[config.mk]
export PLATFORM = sky130hd
export DESIGN_NAME = poly_key_board
export DESIGN_NICKNAME = d
export VERILOG_FILES = /design/src/rtl/poly_key_board.sv
export SDC_FILE = /design/constraint.sdc
export NUM_CORES = 1
export LEC_CHECK = 0
export BUFFER_PORTS_ARGS = -buffer_cell sky130_fd_sc_hd__buf_2
export CORE_MARGIN = 2
export CORE_UTILIZATION = 55
export CTS_BUF_LIST = sky130_fd_sc_hd__clkbuf_4 sky130_fd_sc_hd__clkbuf_8
export CTS_CLUSTER_DIAMETER = 40
export CTS_CLUSTER_SIZE = 20
export DETAILED_ROUTE_END_ITERATION = 12
export HOLD_SLACK_MARGIN = 0.12
export PLACE_DENSITY = 0.73
export SLEW_MARGIN = 20
export SYNTH_ARGS = -nofsm -noshare
export SYNTH_HDL_FRONTEND = slang
export SYNTH_SLANG_ARGS = --single-unit
[constraint.sdc]
create_clock -name clk -period 3.6 [get_ports clk]
set_input_delay 0.54 -clock clk [delete_from_list [all_inputs] [get_ports clk]]
set_output_delay 0.54 -clock clk [all_outputs]
set_load 0.02 [all_outputs]
[src/rtl/poly_key_board.sv]
// poly_key_board: polyphonic keyboard voice engine (alloc, hold/decay, mix).
// Ports: clk, reset (async, active low), enable, beat, generate_next_sample,
//   mode, key_val in; key_note_sample, key_note_sample_ready, active_voices,
//   voice_steal out.
module poly_key_board #(
   parameter int NUM_VOICES   = 2,
   parameter int KEY_WIDTH    = 4,
   parameter int SAMPLE_WIDTH = 16,
   parameter int PHASE_WIDTH  = 20,
   parameter int BASE_STEP    = 64,
   parameter int HOLD_BEATS   = 4
) (
   input  logic                    clk,
   input  logic                    reset,
   input  logic                    enable,
   input  logic                    beat,
   input  logic                    generate_next_sample,
   input  logic                    mode,
   input  logic [KEY_WIDTH-1:0]    key_val,
   output logic [SAMPLE_WIDTH-1:0] key_note_sample,
   output logic                    key_note_sample_ready,
   output logic [NUM_VOICES-1:0]   active_voices,
   output logic                    voice_steal
);

   localparam int LV = $clog2(NUM_VOICES);
   localparam int IW = (NUM_VOICES > 1) ? $clog2(NUM_VOICES) : 1;
   localparam int MW = SAMPLE_WIDTH + LV;
   localparam logic [7:0] LP_HOLD = 8'(HOLD_BEATS);
   localparam logic [PHASE_WIDTH-1:0] LP_BASE = PHASE_WIDTH'(BASE_STEP);
   localparam logic signed [SAMPLE_WIDTH-1:0] LP_MAX =
      SAMPLE_WIDTH'((64'd1 << (SAMPLE_WIDTH - 1)) - 64'd1);

   logic                   r_act   [NUM_VOICES];
   logic                   r_held  [NUM_VOICES];
   logic [KEY_WIDTH-1:0]   r_key   [NUM_VOICES];
   logic [PHASE_WIDTH-1:0] r_phase [NUM_VOICES];
   logic [7:0]             r_cnt   [NUM_VOICES];

   logic [KEY_WIDTH-1:0]    r_prev_key;
   logic                    r_prev_q;
   logic [SAMPLE_WIDTH-1:0] r_sample;
   logic                    r_ready;
   logic                    r_steal;

   logic                    w_q;
   logic                    w_event;
   logic                    w_hit;
   logic                    w_free;
   logic [IW-1:0]           w_hit_idx;
   logic [IW-1:0]           w_free_idx;
   logic [IW-1:0]           w_old_idx;
   logic [7:0]              w_old_cnt;
   logic [IW-1:0]           w_sel;
   logic                    w_steal;
   logic                    w_hold  [NUM_VOICES];
   logic [PHASE_WIDTH-1:0]  w_step  [NUM_VOICES];
   logic signed [SAMPLE_WIDTH-1:0] w_vs;
   logic signed [MW-1:0]    w_sum;
   logic [SAMPLE_WIDTH-1:0] w_mix;

   assign w_q     = enable && (key_val != '0);
   assign w_event = w_q && (!r_prev_q || (key_val != r_prev_key));

   // Candidate voices: owner of this key, lowest free, oldest (min counter).
   always_comb begin
      w_hit      = 1'b0;
      w_hit_idx  = '0;
      w_free     = 1'b0;
      w_free_idx = '0;
      for (int i = NUM_VOICES - 1; i >= 0; i--) begin
         if (r_act[i] && (r_key[i] == key_val)) begin
            w_hit     = 1'b1;
            w_hit_idx = IW'(i);
         end
         if (!r_act[i]) begin
            w_free     = 1'b1;
            w_free_idx = IW'(i);
         end
      end
      w_old_idx = '0;
      w_old_cnt = r_cnt[0];
      for (int i = 1; i < NUM_VOICES; i++) begin
         if (r_cnt[i] < w_old_cnt) begin
            w_old_cnt = r_cnt[i];
            w_old_idx = IW'(i);
         end
      end
      priority case (1'b1)
         w_hit:   w_sel = w_hit_idx;
         w_free:  w_sel = w_free_idx;
         default: w_sel = w_old_idx;
      endcase
      w_steal = w_event && !w_hit && !w_free;
   end

   // A released voice can only become held again through a key event.
   always_comb begin
      for (int i = 0; i < NUM_VOICES; i++) begin
         w_hold[i] = r_held[i] && w_q && (key_val == r_key[i]);
         w_step[i] = PHASE_WIDTH'(r_key[i]) * LP_BASE;
      end
   end

   always_comb begin
      w_sum = '0;
      for (int i = 0; i < NUM_VOICES; i++) begin
         w_vs = '0;
         if (r_act[i]) begin
            if (mode)
               w_vs = $signed(r_phase[i][PHASE_WIDTH-1 -: SAMPLE_WIDTH]);
            else if (r_phase[i][PHASE_WIDTH-1])
               w_vs = -LP_MAX;
            else
               w_vs = LP_MAX;
         end
         w_sum = w_sum + MW'(w_vs);
      end
   end

   assign w_mix = SAMPLE_WIDTH'(w_sum >>> LV);

   always_ff @(posedge clk or negedge reset) begin
      if (!reset) begin
         for (int i = 0; i < NUM_VOICES; i++) begin
            r_act[i]   <= 1'b0;
            r_held[i]  <= 1'b0;
            r_key[i]   <= '0;
            r_phase[i] <= '0;
            r_cnt[i]   <= '0;
         end
         r_prev_key <= '0;
         r_prev_q   <= 1'b0;
         r_sample   <= '0;
         r_ready    <= 1'b0;
         r_steal    <= 1'b0;
      end else begin
         r_prev_key <= w_q ? key_val : '0;
         r_prev_q   <= w_q;
         r_ready    <= generate_next_sample;
         r_steal    <= w_steal;
         if (generate_next_sample)
            r_sample <= w_mix;
         for (int i = 0; i < NUM_VOICES; i++) begin
            if (w_event && (w_sel == IW'(i))) begin
               r_act[i]  <= 1'b1;
               r_held[i] <= 1'b1;
               r_key[i]  <= key_val;
               r_cnt[i]  <= LP_HOLD;
               // Retrigger keeps phase running; fresh or stolen restarts.
               if (!w_hit)
                  r_phase[i] <= '0;
               else if (generate_next_sample)
                  r_phase[i] <= r_phase[i] + w_step[i];
            end else if (r_act[i]) begin
               if (generate_next_sample)
                  r_phase[i] <= r_phase[i] + w_step[i];
               if (w_hold[i]) begin
                  r_held[i] <= 1'b1;
                  if (beat)
                     r_cnt[i] <= LP_HOLD;
               end else begin
                  r_held[i] <= 1'b0;
                  if (beat) begin
                     r_cnt[i] <= r_cnt[i] - 8'd1;
                     if (r_cnt[i] <= 8'd1)
                        r_act[i] <= 1'b0;
                  end
               end
            end
         end
      end
   end

   always_comb begin
      for (int i = 0; i < NUM_VOICES; i++)
         active_voices[i] = r_act[i];
   end

   assign key_note_sample       = r_sample;
   assign key_note_sample_ready = r_ready;
   assign voice_steal           = r_steal;

endmodule

* Word-level counts from Yosys, hierarchy flattened
Index checks and enable logic that the tools add are counted.
Operators by class: mux-type cells 49, $add $sub $neg 5, div/mod/pow operators 0, multipliers 0, bitwise operators 1, shift operators 0, eq/ne operators 5, reduce and logical (&&, ||, !) cells 23, $lt $le $gt $ge 3
Operator list (count):
- $mux 20 | 8
- $mux 16 | 6
- $mux 8 | 9
- $add 20x10->20 | 2
- $mux 1 | 25
- $add 16x16->17 | 1
- $eq 4x4->1 | 4
- $le 8x1->1 const B | 2
- $sub 8x1->8 const B | 2
- $logic_and 1x1->1 | 12
- $lt 8x8->1 | 1
- $reduce_bool 2->1 | 4
- $mux 4 | 1
- $ne 4x4->1 | 1
- $reduce_and 2->1 | 2
- $reduce_bool 4->1 | 1
- $logic_not 1->1 | 3
- $logic_or 1x1->1 | 1
- $not 1->1 | 1
Storage, ports and cells: bits in read-only memories 0, RAM bits 0, register bits after elaboration 91, memories kept 0, bits in latches 0

* Logic depth before layout (Yosys ltp)
Gate-level depths: netlist (run 1).
word-level depth 9, depth in mapped cells 12, depth with buffers taken out 10

* Worst setup path before layout (run 1)
No wires, ideal clock.
kind reg2reg, from register r_act (netlist bit active_voices[1]), to register r_sample[14] (netlist: key_note_sample[14]), arrival 2.839 ns, slack 0.674 ns, path buffers 2, data required time 3.513 ns, library setup time 0.087 ns, stages on the path, launching flop included 12, path through dfrtp_1 > buf_1 > o21ai_0 > clkbuf_1 > a21oi_1 > ha_1 > and4_1 > a21boi_0 > a21oi_1 > a31oi_2 > or4b_1 > o211ai_1
On the way: longest elaborated chain between the ends 2
Ends and longest elaborated chain:
- start: declaration | RTL line 34 | logic r_act [NUM_VOICES];
- start signal: indexed assignment | RTL line 126 | r_act[i] <= 1'b0;
- start signal: indexed assignment | RTL line 146 | r_act[i] <= 1'b1;
- start signal: indexed assignment | RTL line 167 | r_act[i] <= 1'b0;
- $mux 16 | RTL line 109 | if (r_act[i]) begin
- $add 16x16->17 | RTL line 117 | w_sum = w_sum + MW'(w_vs);
- end signal: assignment | RTL line 143 | r_sample <= w_mix;
- end: declaration | RTL line 42 | logic [SAMPLE_WIDTH-1:0] r_sample;
Every way passes these cells. A chain may end at the register's enable or synchronous reset.

* Final worst setup path (run 1)
from register r_act (netlist bit active_voices[0]), to register r_sample[14] (netlist: key_note_sample[14])
Same word-level chain as after synthesis.

==> flow_summary.yaml, run 1 <==
run_status:
  status: "finished clean"
placement:
  post-place-ws_ns: 0.2687
  portBuffers: 29
  placed_cells: 753
  dpl_cell_area_um2: 5698
  dpl.hpwl_um: 9822
  place.gp.congestion: 0.9178
floorplanning:
  design.die.area_um2: 10770
  fp.dieW_um: 103.8
  rows: 36
  die_h_um: 103.8
  core-area_um2: 9729
  ios: 30
  start_util_pct: 56.26
grt:
  grt_pass1_vias: 4785
  antenna_found_initial: 0
  track_usage_pct: 26.32
  grt_pass1_wl_um: 23130
  grt_max_degree: 80
  grt.overflow.total: 0
drt:
  wl_per_cell_um: 17.70
  antenna_left: 0
  drt_iter0_drc: 208
  routed_wl_um: 13610
  num_vias: 4794
  drtPass1Iterations: 5
  via_per_inst: 6.234
  drc: 0
synth:
  yosys_warnings: 0
  avgSynthCellArea_um2: 8.959
  synth_nets: 658
  async_reset_ff_share_pct: 100.0
  synth-simple-area-share_pct: 16.66
  synth_edf_count: 0
  synthXorXnorAreaFrac_pct: 4.480
  seq_area_frac_synth_pct: 36.11
  synth_top_flop_cell: "dfrtp_1"
  synth_top_family_by_area: "compound AO/OA/AOI/OAI gates"
  synth_cells: 611
  synth.distinct_cells: 71
  synth_adder_area_share_pct: 8.869
  synth-compound-area-share_pct: 24.07
  synth_seq_cells: 79
  syn_area_um2: 5474
  muxShareOfSynthArea_pct: 3.771
finish:
  drive_gt1_share_pct: 13.36
  multi_input_area_um2: 3167
  seq_area_um2: 1977
  finalCoreUtilization_pct: 61.11
  finalNonFillerCells: 769
  final_nets: 678
  final_area_um2: 5946
  diodes: 0
  syn2layout_area_growth_pct: 8.617
  fillerInstances: 876
timing:
  setup_slack_ns: 0.3658
  finalSetupViolCount: 0
  worst_pin_slew_ns: 1.079
  fin_crit_ns: 3.234
  clock_skew_ns: 0.01439
  drv_slew: 0
  tns_ns: 0
  timing.final.crit_share_pct: 89.84
  slew_headroom_pct: 28.06
  clock.fmax_ghz: 0.3092
  hold_viol: 0
  rsz0062_at_grt: "no"
critical_path:
  reg2reg_depth: 9
  path_cells: "inv_1, nor3_1, ha_1, nand4b_1, a2111oi_2, a21oi_1, a31oi_2, or4b_1, o211ai_1"
  worst-path-max-fanout: 10
  slowest_stage: "dfrtp_1"
  slowest_delay_ns: 0.60
  worstSetupPathDepth: 9
  path_buf_inv: 1
  cp.required_ns: 3.90
  start_kind: "flip-flop"
  critPathTopFamily: "compound AO/OA/AOI/OAI gates"
  worst_ep_arrival_time_ns: 3.53
  crit_type: "reg2reg"
  cp-end-kind: "flip-flop"
job:
  cap_viol_max_count: 0
clock_network:
  cts_max_level: 3
  cts-root-buf: "clkbuf_8"
  cts_tree: "yes"
  post_cts_resized: 0
  cts_setup_buffers: 0
  hold_buffers: 0
  clock-sinks: 79
  insertion_delay_ns: 0.38
  clk_pin_slew_ns: 0.10
  cts_buffers: 9
  cts_buffer_depth: 2
power:
  powerDensity_nw_per_um2: 976.2
  leakage_nw: 2.532
  peakVddDrop_uv: 531.0
min_path:
  min_path_type: "in2async"
[synth_stat cells (2+ instances only)]
master     instances  share of area, %
a31oi_1            3              0.34
o22ai_1            5              0.57
a211o_1            3              0.48
a211oi_1           2              0.27
nand3b_1           2              0.27
inv_1             50               3.4
nor4_1             4              0.46
fa_1               3               1.1
ha_1              34               7.8
a21o_1            15               2.1
a41oi_1            4              0.64
buf_2              6              0.55
and2_1             6              0.69
and3_1            11               1.3
a221oi_1           2              0.32
o31ai_1            4              0.55
o21a_1             4              0.55
or2_2              2              0.23
or3_1              4              0.46
nor3_1            18               1.6
a21oi_1           65               5.9
buf_6              2              0.41
xor2_1             6              0.96
mux2_2            17               3.5
xnor2_1           22               3.5
o211ai_1          19               2.6
nand2_1           43               2.9
a21oi_2            2              0.32
dfrtp_1           79                36
o31a_1             2              0.32
buf_1              3              0.21
or4_1              6              0.82
nand3_1           28               2.6
buf_4              4              0.55
clkbuf_1          11              0.75
o2bb2ai_1          6              0.96
o21bai_1           4              0.55
o21ai_0           29               2.7
nand4_1           12               1.4
o2111ai_1          3              0.48
nand2b_1           3              0.34
o41a_1             2              0.41
and4_1             3              0.48
nor2_1            31               2.1
[path summary, 6_finish.rpt]
check	slack, ns	to	startpoint
max	0.37	key_note_sample[14]	active_voices[0]
min	0.19	r_cnt[7]	reset
max reg2reg	0.37	key_note_sample[14]	active_voices[0]
min reg2reg	0.50	r_held[1]	r_held[1]
max in group asynchronous	2.88	key_note_sample[2]	reset
min in group clk	0.45	r_prev_key[3]	enable
[logic make-up (layout without fill, tap and decap cells)]
group | Yosys count | count (layout)
AO/OA/AOI/OAI | 192 | 192
AND/OR/NAND/NOR | 179 | 179
flip-flops | 79 | 79
buffers and inverters | 78 | 103
adder cells (fa/ha/maj) | 37 | 37
XOR/XNOR | 28 | 28
multiplexers | 18 | 18
[placed cells by master (no fill, tap or decap), types with 11 or more instances in the layout]
cell	Yosys	routed
mux2_2	17	17
and3_1	11	11
a21oi_1	65	65
ha_1	34	34
o211ai_1	19	19
nand2_1	43	43
inv_1	50	50
o21ai_0	29	29
buf_2	6	28
a21o_1	15	15
dfrtp_1	79	79
nor3_1	18	18
nand4_1	12	12
xnor2_1	22	22
nand3_1	28	28
nor2_1	31	31
[worst register-to-register path, delay by kind of cell (launching register included)]
kind | cells | cell delay (ns)
AO/OA/AOI/OAI | 4 | 1.13
adder cells (fa/ha/maj) | 1 | 0.18
buffers and inverters | 1 | 0.28
flip-flops | 1 | 0.60
AND/OR/NAND/NOR | 3 | 0.98
[final cells by class]
| type | instances | area share, % |
|---|---|---|
| Tap cell | 133 | 2.799 |
| Multi-Input combinational cell | 454 | 53.26 |
| Sequential cell | 79 | 33.25 |
| Inverter | 52 | 3.283 |
| Timing Repair Buffer | 35 | 3.304 |
| Clock inverter | 7 | 2.020 |
| Clock buffer | 9 | 2.083 |
[flip-flops by register name (all words and copies together) (netlist names)]
register and count:
key_note_sample_ready 1, r_prev_q 1, voice_steal 1, r_phase 28, active_voices 2, r_key 8, r_prev_key 4, r_held 2
key_note_sample 16, r_cnt 16
[metrics by stage]
step	power, mW	hold slack [ns]
finish	5.804	0.1892
global route	6.284	0.2569
CTS	5.782	0.3716
detailed placement	4.945	0.4756
global placement	4.795	0.4611
floorplan	4.140	0.2444
[where the power goes]
group | switching [mW] | internal, mW | leakage [nW]
Combinational | 2.06 | 1.43 | 1.41
Sequential | 0.287 | 1.20 | 0.998
Clock | 0.366 | 0.463 | 0.120
[per-layer routing]
layer | track usage, % | routed length [µm]
met5 | 0 | 0
met2 | 47.26 | 6937
met3 | 4.154 | 573
met4 | 7.625 | 224
met1 | 32.74 | 5876
Note: power is estimated with default switching activity, not from simulation.
==> run 2, diff against run 1 <==
--- a/config.mk
+++ b/config.mk
@@ -7,13 +7,13 @@
 export LEC_CHECK = 0
 export BUFFER_PORTS_ARGS = -buffer_cell sky130_fd_sc_hd__buf_2
 export CORE_MARGIN = 2
-export CORE_UTILIZATION = 55
+export CORE_UTILIZATION = 59
 export CTS_BUF_LIST = sky130_fd_sc_hd__clkbuf_4 sky130_fd_sc_hd__clkbuf_8
 export CTS_CLUSTER_DIAMETER = 40
 export CTS_CLUSTER_SIZE = 20
 export DETAILED_ROUTE_END_ITERATION = 12
 export HOLD_SLACK_MARGIN = 0.12
-export PLACE_DENSITY = 0.73
+export PLACE_DENSITY = 0.77
 export SLEW_MARGIN = 20
 export SYNTH_ARGS = -nofsm -noshare
 export SYNTH_HDL_FRONTEND = slang
==> run 2 against run 1 <==
  * Hold slack worse by 0.0018 ns
  * Non-clock buffer count is 1 higher
  * Critical path depth is 1 higher
  * Worst setup slack better by 0.13 ns
  * Die area is 6.5% lower
  * Sequential power hardly changed
  * Maximum frequency is 4.3% higher
  * First-iteration DRC count is 35% higher
  * Utilization is 3.3 points higher
==> flow_summary.yaml, run 2 (same netlist as run 1, synthesis figures left out) <==
finish:
  syn2layout_area_growth_pct: 7.223
  finalNonFillerCells: 748
  final_common_cell: "dfrtp_1"
  multi_input_area_um2: 3167
  largest_reg_flops: 28
  fillerInstances: 743
  diodes: 0
  seq_area_um2: 1977
  layout_common_cells: "dfrtp_1, a21oi_1, inv_1"
  top_register: "r_phase"
  final_nets: 679
  drive_gt1_share_pct: 13.50
grt:
  antenna_found_initial: 0
  grt.overflow.total: 0
  grt_pass1_vias: 4570
  grt_pass1_wl_um: 21690
  track_usage_pct: 27.13
  grt_max_degree: 80
clock_network:
  cts_buffer_depth: 2
  hold_buffers: 0
  cts_setup_buffers: 0
  post_cts_resized: 0
  cts_max_level: 3
  cts-root-buf: "clkbuf_8"
  clk_pin_slew_ns: 0.09
  insertion_delay_ns: 0.36
  cts_tree: "yes"
  clock-sinks: 79
  cts_buffers: 9
floorplanning:
  design.die.area_um2: 10060
  rows: 35
  ios: 30
  start_util_pct: 60.10
  fp.dieW_um: 100.3
  die_h_um: 100.3
  core-area_um2: 9109
placement:
  place.gp.congestion: 0.9197
  dpl.hpwl_um: 9370
  post-place-ws_ns: 0.4238
  placed_cells: 732
  portBuffers: 29
critical_path:
  worst-path-max-fanout: 13
  slowest_stage: "dfrtp_1"
  path_buf_inv: 1
  path_cells: "o21ai_0, buf_4, a21oi_1, ha_1, nor3_1, a2111oi_2, a21oi_1, a31oi_2, or4b_1, o211ai_1"
  crit_type: "reg2reg"
  critPathTopFamily: "compound AO/OA/AOI/OAI gates"
  cp.required_ns: 3.87
  slowest_delay_ns: 0.57
  worst_ep_arrival_time_ns: 3.37
  crit_top_cell: "a21oi_1"
  cp-end-kind: "flip-flop"
  start_kind: "flip-flop"
timing:
  slew_headroom_pct: 30.84
  fin_crit_ns: 3.101
  rsz0062_at_grt: "no"
  clock.fmax_ghz: 0.3225
  hold_viol: 0
  drv_slew: 0
  worst_pin_slew_ns: 1.037
  finalSetupViolCount: 0
  setup_slack_ns: 0.4988
  timing.final.crit_share_pct: 86.15
  clock_skew_ns: 0.01048
  tns_ns: 0
drt:
  drtPass1Iterations: 5
  drt_iter0_drc: 281
  num_vias: 4755
  routed_wl_um: 12880
  wl_per_cell_um: 17.22
  drc: 0
  antenna_left: 0
  via_per_inst: 6.357
job:
  cap_viol_max_count: 0
min_path:
  min_path_type: "in2async"
power:
  powerDensity_nw_per_um2: 957.7
  peakVddDrop_uv: 551.0
  leakage_nw: 2.520
run_status:
  status: "finished clean"
[run 2: changes by cell type in the layout (fill, tap and decap cells not counted), sizes merged]
| cell | previous run | this run |
|---|---|---|
| clkinv | 3 | 7 |
| bufinv | 3 | 1 |
| buf | 35 | 36 |
| clkinvlp | 1 | 0 |
| inv | 52 | 51 |
[run 2: cell type report]
type | instances | area share, %
sequential | 79 | 33.68
clock buffer | 9 | 2.110
tap | 111 | 2.366
clock inverter | 7 | 1.087
multi-input combinational | 454 | 53.95
timing repair buffer | 36 | 3.475
inverter | 52 | 3.326
[run 2: through the flow]
stage	power (mW)	area [µm²]	hold WS, ns	utilization, %
final	5.621	5869	0.1874	64.44
after global routing	6.115	5869	0.2732	64.44
after CTS	5.595	5866	0.3828	64.40
after detailed placement	4.922	5678	0.4678	62.34
after global placement	4.782	5678	0.4616	62.34
after floorplan	4.140	5474	0.2444	-
[run 2: final timing paths]
| kind | slack, ns | depth (start not counted) | from | to |
|---|---|---|---|---|
| min reg2reg | 0.49 | 1 | key_note_sample[11] | key_note_sample[11] |
| max reg2reg | 0.50 | 10 | active_voices[0] | key_note_sample[14] |
| min in group clk | 0.47 | 2 | enable | r_prev_key[2] |
| max | 0.50 | 10 | active_voices[0] | key_note_sample[14] |
| max in group asynchronous | 2.89 | 1 | reset | key_note_sample[3] |
| min | 0.19 | 1 | reset | r_cnt[5] |
[run 2: layer usage]
layer | GRT usage [%] | vias up | part of all wire, %
met2 | 46.05 | 154 | 50
li1 | - | 2285 | -
met4 | 13.38 | 0 | 2.9
met1 | 33.90 | 2287 | 43
met3 | 3.830 | 29 | 4.7
met5 | 0 | - | 0
[run 2: report_power, final]
| part | switching, mW | leakage [nW] | total [mW] | internal, mW |
|---|---|---|---|---|
| clock network | 0.345 | 0.103 | 0.661 | 0.316 |
| registers | 0.285 | 0.998 | 1.48 | 1.20 |
| logic | 2.04 | 1.42 | 3.48 | 1.44 |
| total | 2.67 | 2.52 | 5.62 | 2.95 |
==> run 3, diff against run 2 <==
--- a/config.mk
+++ b/config.mk
@@ -5,7 +5,7 @@
 export SDC_FILE = /design/constraint.sdc
 export NUM_CORES = 1
 export LEC_CHECK = 0
-export BUFFER_PORTS_ARGS = -buffer_cell sky130_fd_sc_hd__buf_2
+export BUFFER_PORTS_ARGS = -buffer_cell sky130_fd_sc_hd__buf_4
 export CORE_MARGIN = 2
 export CORE_UTILIZATION = 59
 export CTS_BUF_LIST = sky130_fd_sc_hd__clkbuf_4 sky130_fd_sc_hd__clkbuf_8
==> run 3 against run 2 <==
  * First-iteration DRC count down 11%
  * Critical path depth down 1
  * Sequential share of layout area down 0.40 points
  * Design area up 1.2%
  * Clock power down 0.9%
  * Combinational power up 2%
  * Routed wire length up 1.5%
  * Register-to-register slack about the same
  * Clock-buffer cell count up 2
  * Critical path type unchanged
  * Largest cell class unchanged
==> flow_summary.yaml, run 3 (same netlist as run 1, synthesis figures left out) <==
run_status:
  status: "finished clean"
placement:
  dpl_cell_area_um2: 5733
  place.gp.congestion: 0.9268
  portBuffers: 29
  dpl.hpwl_um: 9689
  placed_cells: 730
grt:
  grt_pass1_vias: 4550
  grt.overflow.total: 0
  antenna_found_initial: 0
  grt_pass1_wl_um: 21790
  track_usage_pct: 27.34
  grt_max_degree: 80
critical_path:
  slowest_delay_ns: 0.60
  path_buf_inv: 1
  critPathTopFamily: "compound AO/OA/AOI/OAI gates"
  cp.required_ns: 3.87
  path_cells: "inv_1, nor3_1, ha_1, nand4b_1, a2111oi_2, a21oi_1, a31oi_2, or4b_1, o211ai_1"
  cp-end-kind: "flip-flop"
  start_kind: "flip-flop"
  worst_ep_arrival_time_ns: 3.38
  crit_type: "reg2reg"
  worst-path-max-fanout: 10
  slowest_stage: "dfrtp_1"
power:
  powerDensity_nw_per_um2: 958.1
  p_total_mw: 5.691
  leakage_nw: 2.537
  peakVddDrop_uv: 589.4
finish:
  finalNonFillerCells: 746
  final_common_cell: "dfrtp_1"
  top_register: "r_phase"
  final_nets: 678
  largest_reg_flops: 28
  layout_common_cells: "dfrtp_1, a21oi_1, inv_1"
  syn2layout_area_growth_pct: 8.503
  seq_area_um2: 1977
  fillerInstances: 769
  drive_gt1_share_pct: 13.23
  multi_input_area_um2: 3167
  final_area_um2: 5939
  diodes: 0
clock_network:
  cts_max_level: 3
  insertion_delay_ns: 0.35
  clk_pin_slew_ns: 0.08
  cts_setup_buffers: 0
  cts_tree: "yes"
  cts_buffers: 9
  clock-sinks: 79
  post_cts_resized: 0
  cts-root-buf: "clkbuf_8"
  cts_buffer_depth: 2
  hold_buffers: 0
timing:
  slew_headroom_pct: 26.31
  fin_crit_ns: 3.110
  finalSetupViolCount: 0
  drv_slew: 0
  hold_viol: 0
  tns_ns: 0
  worst_pin_slew_ns: 1.105
  clock.fmax_ghz: 0.3215
  rsz0062_at_grt: "no"
  clock_skew_ns: 0.01339
  timing.final.crit_share_pct: 86.39
min_path:
  min_path_type: "in2async"
floorplanning:
  rows: 35
  ios: 30
  design.die.area_um2: 10060
  start_util_pct: 60.10
  fp.dieW_um: 100.3
  die_h_um: 100.3
  core-area_um2: 9109
drt:
  wl_per_cell_um: 17.52
  num_vias: 4745
  routed_wl_um: 13070
  via_per_inst: 6.361
  drt_iter0_drc: 251
  drtPass1Iterations: 4
  antenna_left: 0
  drc: 0
job:
  cap_viol_max_count: 0
==> run 3: worst register-to-register path, cell delays in order (launching register included) <==
cell and delay [ns]:
dfrtp_1 0.60, inv_1 0.21, nor3_1 0.35, ha_1 0.19, nand4b_1 0.18, a2111oi_2 0.49
a21oi_1 0.20, a31oi_2 0.27, or4b_1 0.46, o211ai_1 0.10
==> run 3: metrics by stage <==
step | hold slack (ns) | utilization, % | worst slack, ns
detailed placement | 0.4771 | 62.94 | 0.3361
CTS | 0.3976 | 64.99 | 0.5314
global route | 0.1946 | 65.21 | 0.3743
global placement | 0.4695 | 62.94 | 0.4998
finish | 0.1483 | 65.21 | 0.4900
floorplan | 0.2444 | - | 0.6740
==> run 3: path summary, 6_finish.rpt <==
| check | from | endpoint | slack, ns | depth (start not counted) |
|---|---|---|---|---|
| min in group clk | enable | r_prev_key[3] | 0.45 | 2 |
| min | reset | r_cnt[1] | 0.15 | 1 |
| max reg2reg | active_voices[0] | key_note_sample[14] | 0.49 | 9 |
| min reg2reg | key_note_sample[11] | key_note_sample[11] | 0.50 | 1 |
| max in group asynchronous | reset | r_phase[29] | 2.86 | 2 |
| max | active_voices[0] | key_note_sample[14] | 0.49 | 9 |
==> run 3: cell type report <==
cell class / instances / share of cell area (%)
Multi-Input combinational cell: 454 / 53.32
Sequential cell: 79 / 33.28
Timing Repair Buffer: 35 / 4.635
Inverter: 52 / 3.286
Clock buffer: 11 / 2.338
Tap cell: 111 / 2.338
Clock inverter: 4 / 0.8005
==> run 3: routing by layer <==
layer  vias up  part of all wire (%)  global-route usage (%)
met5         -                     0                       0
met4         0                   3.2                   11.70
met3        31                   3.9                   3.969
met2       136                    49                   46.26
met1      2288                    44                   35.01
li1       2290                     -                       -
==> run 3: power breakdown <==
group | internal, mW | switching (mW)
Clock | 0.330 | 0.324
Combinational | 1.50 | 2.04
Sequential | 1.20 | 0.296
